$ cat src/rtl/ctrl_decode_exmem.sv
// rtl/ctrl_decode_exmem.sv - instruction control decode plus EX/MEM pipeline register
module ctrl_decode_exmem #(
  parameter int DATA_W = 64
) (
  input  logic              clk,
  input  logic              rst,
  input  logic [10:0]       opcode,
  input  logic              sign,
  output logic              uncondBr,
  output logic              branch,
  output logic              Reg2Loc,
  output logic              ALU_Src,
  output logic              RegWrite,
  output logic              ALU_SH,
  output logic              Imm,
  output logic              memToReg,
  output logic              memWrite,
  output logic              shiftDirn,
  output logic              ALU_on,
  output logic              set_flags,
  output logic              branchReg,
  output logic              branchLink,
  output logic              memRead,
  output logic [1:0]        fwdEn,
  output logic [2:0]        ALU_cntrl,
  input  logic              memToReg_EX,
  input  logic              memWrite_EX,
  input  logic              memRead_EX,
  input  logic              branchLink_EX,
  input  logic              RegWrite_EX,
  input  logic [4:0]        targetReg_EX,
  input  logic [DATA_W-1:0] toDataMem,
  input  logic [DATA_W-1:0] ALU_B,
  input  logic [DATA_W-1:0] rd2_EX,
  input  logic [DATA_W-1:0] memData,
  output logic              memToReg_MEM,
  output logic              memWrite_MEM,
  output logic              memRead_MEM,
  output logic              branchLink_MEM,
  output logic              RegWrite_MEM,
  output logic [4:0]        targetReg_MEM,
  output logic [DATA_W-1:0] toDataMem_MEM,
  output logic [DATA_W-1:0] ALU_B_MEM,
  output logic [DATA_W-1:0] rd2_MEM,
  output logic [DATA_W-1:0] memData_MEM
);

  logic [2:0] alu_sel;

  // Case items are ordered longest pattern first so full opcodes win over prefixes.
  always_comb begin
    uncondBr   = 1'b0;
    branch     = 1'b0;
    Reg2Loc    = 1'b0;
    ALU_Src    = 1'b0;
    RegWrite   = 1'b0;
    ALU_SH     = 1'b0;
    Imm        = 1'b0;
    memToReg   = 1'b0;
    memWrite   = 1'b0;
    shiftDirn  = 1'b0;
    ALU_on     = 1'b0;
    set_flags  = 1'b0;
    branchReg  = 1'b0;
    branchLink = 1'b0;
    memRead    = 1'b0;
    fwdEn      = 2'b00;
    alu_sel    = 3'b000;
    if (rst) begin
      casez (opcode)
        11'b10101011000, 11'b11101011000: begin
          Reg2Loc   = 1'b1;
          RegWrite  = 1'b1;
          ALU_on    = 1'b1;
          set_flags = 1'b1;
          fwdEn     = 2'b11;
          alu_sel   = opcode[9] ? 3'b011 : 3'b010;
        end
        11'b10001010000, 11'b11001010000: begin
          Reg2Loc  = 1'b1;
          RegWrite = 1'b1;
          ALU_on   = 1'b1;
          fwdEn    = 2'b11;
          alu_sel  = opcode[9] ? 3'b110 : 3'b100;
        end
        11'b11010011011, 11'b11010011010: begin
          RegWrite  = 1'b1;
          ALU_SH    = 1'b1;
          shiftDirn = ~opcode[0];
        end
        11'b11111000010: begin
          ALU_Src  = 1'b1;
          RegWrite = 1'b1;
          memToReg = 1'b1;
          memRead  = 1'b1;
          ALU_on   = 1'b1;
          alu_sel  = sign ? 3'b011 : 3'b010;
        end
        11'b11111000000: begin
          ALU_Src  = 1'b1;
          memWrite = 1'b1;
          ALU_on   = 1'b1;
          alu_sel  = sign ? 3'b011 : 3'b010;
        end
        11'b11010110000: begin
          branch    = 1'b1;
          branchReg = 1'b1;
        end
        11'b1001000100?: begin
          ALU_Src  = 1'b1;
          Imm      = 1'b1;
          RegWrite = 1'b1;
          ALU_on   = 1'b1;
          fwdEn    = 2'b10;
          alu_sel  = 3'b010;
        end
        11'b10110100???: begin
          branch = 1'b1;
          ALU_on = 1'b1;
        end
        11'b01010100???: begin
          branch = 1'b1;
        end
        11'b000101?????: begin
          branch   = 1'b1;
          uncondBr = 1'b1;
        end
        11'b100101?????: begin
          branch     = 1'b1;
          uncondBr   = 1'b1;
          branchLink = 1'b1;
          RegWrite   = 1'b1;
          ALU_on     = 1'b1;
        end
        default: ;
      endcase
    end
  end

  assign ALU_cntrl = ALU_on ? alu_sel : 3'b000;

  always_ff @(posedge clk or negedge rst) begin
    if (!rst) begin
      memToReg_MEM   <= 1'b0;
      memWrite_MEM   <= 1'b0;
      memRead_MEM    <= 1'b0;
      branchLink_MEM <= 1'b0;
      RegWrite_MEM   <= 1'b0;
      targetReg_MEM  <= 5'd0;
      toDataMem_MEM  <= '0;
      ALU_B_MEM      <= '0;
      rd2_MEM        <= '0;
      memData_MEM    <= '0;
    end else begin
      memToReg_MEM   <= memToReg_EX;
      memWrite_MEM   <= memWrite_EX;
      memRead_MEM    <= memRead_EX;
      branchLink_MEM <= branchLink_EX;
      RegWrite_MEM   <= RegWrite_EX;
      targetReg_MEM  <= targetReg_EX;
      toDataMem_MEM  <= toDataMem;
      ALU_B_MEM      <= ALU_B;
      rd2_MEM        <= rd2_EX;
      memData_MEM    <= memData;
    end
  end

endmodule

$ cat config.mk
export PLATFORM = sky130hd
export DESIGN_NAME = ctrl_decode_exmem
export DESIGN_NICKNAME = d
export VERILOG_FILES = /design/src/rtl/ctrl_decode_exmem.sv
export SDC_FILE = /design/constraint.sdc
export NUM_CORES = 1
export LEC_CHECK = 0
export CORE_AREA = 2 2 222 224
export CTS_BUF_LIST = sky130_fd_sc_hd__clkbuf_4 sky130_fd_sc_hd__clkbuf_8
export CTS_CLUSTER_DIAMETER = 40
export DETAILED_ROUTE_END_ITERATION = 8
export DIE_AREA = 0 0 224 226
export PLACE_DENSITY = 0.53
export SLEW_MARGIN = 20
export SYNTH_ARGS = -nofsm -noshare
export SYNTH_HDL_FRONTEND = slang
export SYNTH_SLANG_ARGS = --single-unit
$ cat constraint.sdc
create_clock -name clk -period 1.4 [get_ports clk]
set_input_delay 0.21 -clock clk [delete_from_list [all_inputs] [get_ports clk]]
set_output_delay 0.21 -clock clk [all_outputs]
set_load 0.01 [all_outputs]
# Word level (Yosys, flattened, before mapping)
# Index checks and enable logic that the tools add are counted.
# totals
in_bits	280
wordCells	71
ff_bits	266
out_inout_bits	286
# op_classes
n_mux	36
eq_ne	14
n_reduce_logical	10
bitwise_logic	1
# op_table
cell	count
$eq 11x11->1 const B	9
$mux 1	30
$reduce_or 9->1	2
$pmux 3 s4	1
$eq 10x10->1 const B	1
$reduce_or 2->1	5
$eq 8x7->1 const B	1
$eq 8x8->1 const B	1
$eq 6x3->1 const B	1
$eq 6x6->1 const B	1
$mux 3	2
$reduce_or 5->1	1
$mux 2	2
$pmux 2 s2	1
$reduce_or 4->1	1
$reduce_or 3->1	1
$not 1->1	1

# Logic depth before layout (Yosys ltp)
# Gate-level depths: netlist of the first run.
# depth
word_depth	5
ltp_mapped	5
mapped_depth_nobuf	4

# Worst setup path after synthesis of the first run
# No wires, ideal clock.
# synth_timing
path_kind	input to output
startpoint	input opcode[8]
endpoint	output RegWrite
required_time_ps	1190
cell_stages	5
t_arrival_ps	1470
path_slack_ps	-280
path_buffers	1
path_cell_list	clkbuf_1 -> nand4_1 -> and4bb_2 -> and3_1 -> or4_1
# synth_via
elab_chain_cells	4
word_cells_on_any_way	12
cone_classes	9 x eq/ne; 2 x mux; 1 x reduce/logical
# synth_lines
item	line	source
start, declared	7	input logic [10:0] opcode,
$eq 11x11->1, or another cell as far along	70	casez (opcode)
$reduce_or 9->1 (no line) (*)	-	
$mux 1 (*)	70	
$mux 1 (*)	69	if (rst) begin
end, declared	13	output logic RegWrite,
# Every way passes the cells marked *; elsewhere a longest branch is shown, timed or not.

# Worst setup path after layout of the first run
# layout_timing
startpoint	input opcode[2]
endpoint	output RegWrite
# layout_via
elab_chain_cells	4
word_cells_on_any_way	11
cone_classes	8 x eq/ne; 2 x mux; 1 x reduce/logical
# layout_lines
item	line
$eq 11x11->1 or $eq 10x10->1 (tied branches)	70
$reduce_or 9->1 (no line) (*)	-
$mux 1 (*)	70
$mux 1 (*)	69
# Marked as above.

==> impl_metrics.toml, run 1 <==
[drt]
drc = 0
wirelength_mm = 30.0
first_iter_violations = 107
antenna_left = 0
dr_total_vias = 6454
drt-pass1-iter-count = 6
wl_per_cell_microns = 15.8
viasPerCell = 3.40

[worst_setup_path]
worstSetupEndpointType = "output port"
crit_arrival_ps = 1590
cp.required_ps = 1190
worstPathMaxFanout = 5
cp-start-kind = "primary input"
crit_type = "primary input to output port"

[cts]
clk_pin_slew_ps = 60
cts-htree-levels = 2
cts_max_path_buffers = 3
cts_root_buffer = "clkbuf_8"
hold_buffers = 247
numCtsBuffers = 55
cts_tree = "done"
cts.sinks = 266

[global_routing]
overflow = 0
met3_usage = 0.0507
grt_max_degree = 90
antenna_found_initial = 3
globalRouteMet2Util = 0.196
use_met1 = 0.124
grt-busiest-layer = "met2"
grt.total_usage = 0.114
grt_pass1_vias = 7371
grt_pass1_wl_mm = 43.7

[die]
fp.dieH_microns = 226
core-area_sq_mm = 0.0483
initial_core_util = 0.146
rows = 81
die_x_microns = 224
ios = 566
die-area_sq_mm = 0.0506

[place]
dpl_cell_area_sq_mm = 0.0137
post-place-ws_ps = -1230
hpwlAfterDp_mm = 21.2
globalplace.congestion = 0.830
numPortBuffers = 565

[logic_synthesis]
synth_seq_cells = 266
yosysSeqAreaShare = 0.946
synthCells = 323
synth-compound-area-share = 0.0133
synth-xor-area-share = 0
ys_warn_count = 0
synth_fa_ha_area_frac = 0
synth_top_family_by_area = "simple AND/OR/NAND/NOR gates"
synth.area.mux_share = 0.00160
synth-simple-area-share = 0.0334
syn_area_sq_mm = 0.00703
synth.avg_cell_area_sq_um = 21.8
yosys.cell_types.count = 34
synth_nets = 603

[outcome]
outcome = "complete, but fails checks"
failed_checks = "hold timing, setup timing"

[power_and_ir_drop]
powerDensity_mw_per_mm2 = 1160
vdd_drop_max_mv = 0.872
total_power_w = 0.0196
power_leakage_nw = 7.60

[sta]
worst_pin_slew_ps = 571
timing.final.ws_setup_ps = -396
setup_viol = 20
final.period_utilization = 1.28
slew_headroom = 0.619
setup_tns_ps = -4620
hold_viol_final = 86
final.min_clock_period_ps = 1800
hold_slack_ps = -166
drv_slew = 0
fmax_mhz = 557
rsz0062_at_grt = "yes"

[min_path]
min_path_type = "primary input to asynchronous set/reset pin"

[job]
maxCapViolations = 0

[cells_and_area]
mostFrequentLayoutCell = "clkdlybuf4s50_1"
area_delta_synth_final_pct = 140
most-common-layout-cells = "267 x clkdlybuf4s50_1, 264 x dfrtp_1, 247 x dlygate4sd3_1, 182 x buf_2, 118 x buf_6"
design_area_sq_mm = 0.0169
layout.nets = 1508
drive_gt1_frac = 0.369
[metal layers]
layer  up-vias  wire length [microns]  part of all wire
li1       2878                      -                 -
met1      3134                  10700              0.36
met2       382                  15200              0.51
met3        58                   3330              0.11
met4         2                    727             0.024
met5         -                     13           0.00043
[metrics by stage]
step	utilization	cells
after global routing	0.350	1896
after detailed placement	0.284	1533
after CTS	0.343	1888
after floorplan	-	323
final	0.350	1896
after global placement	0.284	1533
[worst paths after layout]
path / cells after the start / to / start
hold / removal: 3 / ALU_B_MEM[51] / rst
min in group clk: 1 / memData_MEM[54] / memData[54]
max in group asynchronous: 4 / toDataMem_MEM[46] / rst
setup / recovery: 6 / RegWrite / opcode[2]
[cell usage after synthesis]
library cell	number	share of area
nor4_4	1	0.0030
and2_1	2	0.0018
nand4_1	1	0.00089
o21ai_0	2	0.0014
buf_4	2	0.0021
a21oi_1	2	0.0014
or4_1	1	0.0011
nand4b_1	1	0.0012
a22oi_2	1	0.0018
or3_4	1	0.0016
o21ai_2	1	0.0012
a31oi_1	1	0.00089
o31a_1	1	0.0012
nor4_1	1	0.00089
o21ai_1	1	0.00071
o2111ai_2	1	0.0021
a32oi_1	1	0.0012
and4bb_2	1	0.0018
mux2_2	1	0.0016
nor3_1	5	0.0036
nand2b_1	1	0.00089
nor4b_1	1	0.0012
nor2_1	6	0.0032
o32ai_1	1	0.0012
inv_1	4	0.0021
nor3b_1	1	0.0011
clkbuf_1	2	0.0011
or4b_4	1	0.0020
and3_1	3	0.0027
dfrtp_1	266	0.95
or3_1	2	0.0018
nand2_1	5	0.0027
nand3_1	1	0.00071
nor4bb_1	1	0.0014
[report_power, final]
part           total [W]  leakage [nW]  switching, W  internal, W
Sequential       0.00823          3.10      0.000146      0.00808
Clock            0.00885         0.631       0.00361      0.00523
Combinational    0.00254          3.87      0.000907      0.00164
[worst max-delay path, cell delays in order]
cell     delay [ps]
buf_6            90
or4b_4          550
or3_4           380
a21oi_2         120
or4_4           130
buf_6            90
[cell type report]
cell class,count,area [sq um]
antenna,2,5.00
clock buffer,77,997
clock inverter,24,241
fill,4642,31400
inverter,4,17.5
multi-input combinational,49,479
sequential,266,6660
tap,622,778
timing repair buffer,852,7720
[logic make-up (layout without fill, tap and decap cells)]
group | Yosys count | in the layout
and+or+nand+nor | 36 | 36
DFF | 266 | 266
other | 0 | 2
muxes | 1 | 1
buffers and inverters | 8 | 957
AOI/OAI and AO/OA | 12 | 12
[flip-flops by register name, summed over array words and instances (netlist names)]
register / count
ALU_B_MEM: 64
RegWrite_MEM: 1
branchLink_MEM: 1
memData_MEM: 64
memRead_MEM: 1
memToReg_MEM: 1
memWrite_MEM: 1
rd2_MEM: 64
targetReg_MEM: 5
toDataMem_MEM: 64
[repair_timing]
item	4_1_cts	5_1_grt
hold endpoints to repair	340	86
buffers inserted	7	7
resized for setup	1323	52
pin swaps	24	10
setup endpoints to repair	286	141
Power figures use the tool's default switching activity.
==> run 2, diff against run 1 <==
==> config.mk (replaced) <==
export PLATFORM = sky130hd
export DESIGN_NAME = ctrl_decode_exmem
export DESIGN_NICKNAME = d
export VERILOG_FILES = /design/src/rtl/ctrl_decode_exmem.sv
export SDC_FILE = /design/constraint.sdc
export NUM_CORES = 1
export LEC_CHECK = 0
export CORE_AREA = 2 2 219 221
export CTS_CLUSTER_DIAMETER = 40
export DETAILED_ROUTE_END_ITERATION = 8
export DIE_AREA = 0 0 221 223
export PLACE_DENSITY = 0.54
export SLEW_MARGIN = 20
export SYNTH_ARGS = -nofsm -noshare
export SYNTH_HDL_FRONTEND = slang
export SYNTH_SLANG_ARGS = --single-unit
==> impl_metrics.toml, run 2 (synthesis gave the netlist of run 1 again) <==
[outcome]
outcome = "complete, but fails checks"
failed_checks = "setup timing"

[cts]
clk_pin_slew_ps = 50
cts_max_path_buffers = 3
numCtsBuffers = 47
cts_root_buffer = "clkbuf_16"
cts_tree = "done"
cts.sinks = 266
cts-htree-levels = 2

[drt]
drc = 0
viasPerCell = 3.41
drt-pass1-iter-count = 4
wirelength_mm = 27.8
wl_per_cell_microns = 17.0
antenna_left = 0
dr_total_vias = 5564
first_iter_violations = 150

[global_routing]
antenna_found_initial = 5
grt_pass1_vias = 6339
grt_max_degree = 128
grt.total_usage = 0.111
grt_pass1_wl_mm = 40.8
overflow = 0

[sta]
rsz0062_at_grt = "yes"
fmax_mhz = 537
setup_tns_ps = -5080
hold_viol_final = 0
worst_pin_slew_ps = 852
final.period_utilization = 1.33
slew_headroom = 0.432
final.min_clock_period_ps = 1860
hold_slack_ps = 89.7
drv_slew = 0
timing.final.ws_setup_ps = -463
setup_viol = 18

[worst_setup_path]
worstSetupEndpointType = "output port"
endpoint = "ALU_cntrl[1]"
cp-start-kind = "primary input"
worstPathMaxFanout = 3
crit_type = "primary input to output port"
crit_arrival_ps = 1650
cp.required_ps = 1190
critical_path.startpoint = "opcode[5]"

[cells_and_area]
final_core_util = 0.308
layout.nets = 1257
antennaDiodeCount = 0
design_area_sq_mm = 0.0145
area_delta_synth_final_pct = 107
drive_gt1_frac = 0.432
mostFrequentLayoutCell = "clkdlybuf4s50_1"
most-common-layout-cells = "267 x clkdlybuf4s50_1, 266 x dfrtp_1, 177 x buf_2, 56 x clkbuf_2, 48 x clkbuf_16"

[power_and_ir_drop]
vdd_drop_max_mv = 0.942
powerDensity_mw_per_mm2 = 1480
total_power_w = 0.0215
power_leakage_nw = 6.61

[place]
dpl_cell_area_sq_mm = 0.0137
hpwlAfterDp_mm = 21.4
globalplace.congestion = 0.837
numPortBuffers = 565

[job]
maxCapViolations = 0

[die]
die-area_sq_mm = 0.0493
ios = 566
die_x_microns = 221
core-area_sq_mm = 0.0471
initial_core_util = 0.149
fp.dieH_microns = 223
rows = 80

[min_path]
min_path_type = "primary input to flop"
run 2: changes by cell type in the layout (fill, tap and decap cells not counted), sizes merged:
cell / previous run / this run
dlygate4sd3: 247 / 2
buf: 337 / 236
clkdlybuf4s15: 1 / 48
clkbuf: 77 / 108
inv: 8 / 19
clkinv: 10 / 12
clkinvlp: 7 / 5
diode: 2 / 0
bufinv: 3 / 4
run 2: metrics by stage:
step           worst slack (ps)  cells
3_5_place_dp              -1320   1529
6_report                   -463   1631
4_1_cts                    -484   1630
3_3_place_gp              -1310   1529
5_1_grt                    -489   1631
2_1_floorplan              -176    323
run 2: what timing repair did:
action	4_1_cts	5_1_grt
gates resized for setup	988	148
hold buffers	2	0
pin swaps	20	16
buffers inserted	11	2
hold endpoints to repair	151	0
endpoints found under the setup margin	286	146
run 2: layer usage:
metal / vias up / routed length (microns) / track usage
met5: - / 31 / 0
met1: 2790 / 10400 / 0.123
met4: 6 / 563 / 0.0357
met2: 346 / 13800 / 0.186
met3: 47 / 3000 / 0.0557
li1: 2375 / - / -
run 2: report_power, final:
| group | switching, W | total, W | internal [W] |
|---|---|---|---|
| logic | 0.000785 | 0.00185 | 0.00107 |
| clock network | 0.00423 | 0.0115 | 0.00727 |
| registers | 0.000108 | 0.00819 | 0.00808 |
run 2: worst min path at each step:
stage                      startpoint           endpoint  slack (ps)  cells past startpoint
after floorplan                   rst       ALU_B_MEM[0]         -90                      0
final                     memData[57]    memData_MEM[57]          90                      1
after detailed placement          rst  toDataMem_MEM[49]         350                      3
after global routing        ALU_B[24]      ALU_B_MEM[24]          40                      1
after global placement            rst  toDataMem_MEM[49]         360                      3
after CTS                 memData[57]    memData_MEM[57]          40                      1
run 2: final cells by class:
| type | instances | area (sq um) |
|---|---|---|
| fillers | 4806 | 32600 |
| flip-flops and latches | 266 | 6660 |
| repair buffers | 609 | 4940 |
| inverters | 4 | 15.0 |
| clock inverters | 36 | 402 |
| well taps | 615 | 769 |
| clock buffers | 52 | 1230 |
| multi-input cells | 49 | 523 |
run 2: critical path, stage by stage:
cell	delay, ps
buf_8	100
or4b_4	550
buf_6	140
nor4_4	180
o21ai_2	120
a22oi_2	190
buf_2	160
==> RTL edit (config.mk and constraints of run 2) <==
Change the parameter `DATA_W` from 64 to 56.
--- a/src/rtl/ctrl_decode_exmem.sv
+++ b/src/rtl/ctrl_decode_exmem.sv
@@ -1,5 +1,5 @@
 // rtl/ctrl_decode_exmem.sv - instruction control decode plus EX/MEM pipeline register
 module ctrl_decode_exmem #(
-  parameter int DATA_W = 64
+  parameter int DATA_W = 56
 ) (
   input  logic              clk,
Ports: changed (8 resized); port bits go from 566 to 502. The function was not compared with the original's and may differ.
==> RTL edit against run 2 <==
  * The run ends with negative hold slack, negative setup slack left
  * Non-clock buffer count down 68
  * Synthesized area down 11%
  * Setup slack gained 51 ps
  * Power decreased by 5.0%
  * Design area shrank 6.1%
  * Clock power is essentially flat
  * Sequential cell count down 32
  * Wire length fell by 8.3%
==> RTL edit: results (changes against run 2) <==
\begin{tabular}{lr}
\hline
Metric & Value \\
\hline
\multicolumn{2}{l}{\textbf{Run status}} \\
\quad Run status & finished with violations \\
\quad Failing checks & negative hold slack, negative setup slack \\
\multicolumn{2}{l}{\textbf{Yosys}} \\
\quad Mapped Nets & 539 (-11\%) \\
\quad Synth Instances & 291 (-9.9\%) \\
\quad Sequential-to-total area share from yosys stat & 93.9\% (-0.69 points) \\
\multicolumn{2}{l}{\textbf{Placed design}} \\
\quad Routability Congestion & 0.964 (+15\%) \\
\quad I/O Buffers & 501 (-11\%) \\
\quad Setup slack at placement & -1300 ps (+22.4 ps) \\
\quad Inst Count DP & 1433 (-6.3\%) \\
\multicolumn{2}{l}{\textbf{Timing}} \\
\quad Final count of negative-setup-slack endpoints & 18 (unchanged) \\
\quad Count of final hold-check violations & 72 (+72) \\
\quad Total negative setup slack & -4230 ps (+853 ps) \\
\quad Hold Worst Slack & -119 ps (-209 ps) \\
\quad Setup ws final & -411 ps (+51.3 ps) \\
\multicolumn{2}{l}{\textbf{Pwr}} \\
\quad Combinational logic power & 0.00172 W (-7\%) \\
\quad Proportion of power drawn by flip-flops and latches & 35.3\% (-2.7 points) \\
\quad Leakage dissipation & 6.00 nW (-9.2\%) \\
\multicolumn{2}{l}{\textbf{Global routing}} \\
\quad Antenna violations before repair & 6 (+1) \\
\quad M1 GR Usage & 10.1\% (-2.1 points) \\
\quad Met3 track demand over resource in global routing & 5.33\% (-0.24 points) \\
\quad All-Layer GR Usage & 10.1\% (-1.0 points) \\
\quad Global-route wire length before repair & 36.4 mm (-11\%) \\
\multicolumn{2}{l}{\textbf{Setup path}} \\
\quad CP arrival & 1600 ps (-50 ps) \\
\quad Worst-path maximum fanout & 5 (+2) \\
\multicolumn{2}{l}{\textbf{Worst hold path}} \\
\quad Worst Hold Class & in2async \\
\multicolumn{2}{l}{\textbf{Routing}} \\
\quad Routed WL & 25.5 mm (-8.3\%) \\
\multicolumn{2}{l}{\textbf{Final layout}} \\
\quad Share of cells above drive strength 1 & 39.3\% (-3.9 points) \\
\hline
\end{tabular}
==> RTL edit: kinds of logic after synthesis <==
| kind of cell | count (synthesis) | share of synthesized area, % |
|---|---|---|
| buf+inv | 8 | 0.602 |
| mux | 1 | 0.181 |
| simple gates | 36 | 3.77 |
| flops | 234 | 93.9 |
| compound gates | 12 | 1.51 |
==> RTL edit: timing repair <==
action | 4_1_cts | 5_1_grt
pin swaps | 17 | 13
buffers inserted | 8 | 2
setup endpoints to repair | 254 | 68
resized for setup | 834 | 72
endpoints found under the hold margin | 79 | 40
==> RTL edit: worst paths after layout <==
kind / from / endpoint / depth (start not counted)
max: opcode[6] / RegWrite / 6
min: rst / toDataMem_MEM[48] / 3
max in group asynchronous: rst / memData_MEM[33] / 4
min in group clk: rd2_EX[30] / rd2_MEM[30] / 1
==> RTL edit: worst min-delay path, cell delays in order <==
cell,delay [ps]
sky130_fd_sc_hd__buf_8,120
sky130_fd_sc_hd__buf_4,170
sky130_fd_sc_hd__buf_12,290
==> RTL edit: per-stage QoR <==
step / hold WS (ps) / utilization [%] / total power (W) / instance area (sq um)
after global placement: 181 / 26.1 / 0.00927 / 12300
after CTS: -87.6 / 29.4 / 0.0209 / 13900
final: -119 / 29.0 / 0.0205 / 13700
after global routing: -66.0 / 28.9 / 0.0213 / 13600
after floorplan: -85.6 / - / 0.00756 / 6270
after detailed placement: 181 / 26.1 / 0.00929 / 12300
==> RTL edit: layout make-up <==
type / instances / area (sq um) / area share [%]
Timing Repair Buffer: 541 / 4840 / 35.4
Antenna cell: 2 / 5.00 / 0.0367
Clock buffer: 56 / 1230 / 9.01
Multi-Input combinational cell: 49 / 519 / 3.80
Inverter: 4 / 15.0 / 0.110
Tap cell: 615 / 769 / 5.64
Sequential cell: 234 / 5860 / 42.9
Clock inverter: 30 / 419 / 3.07
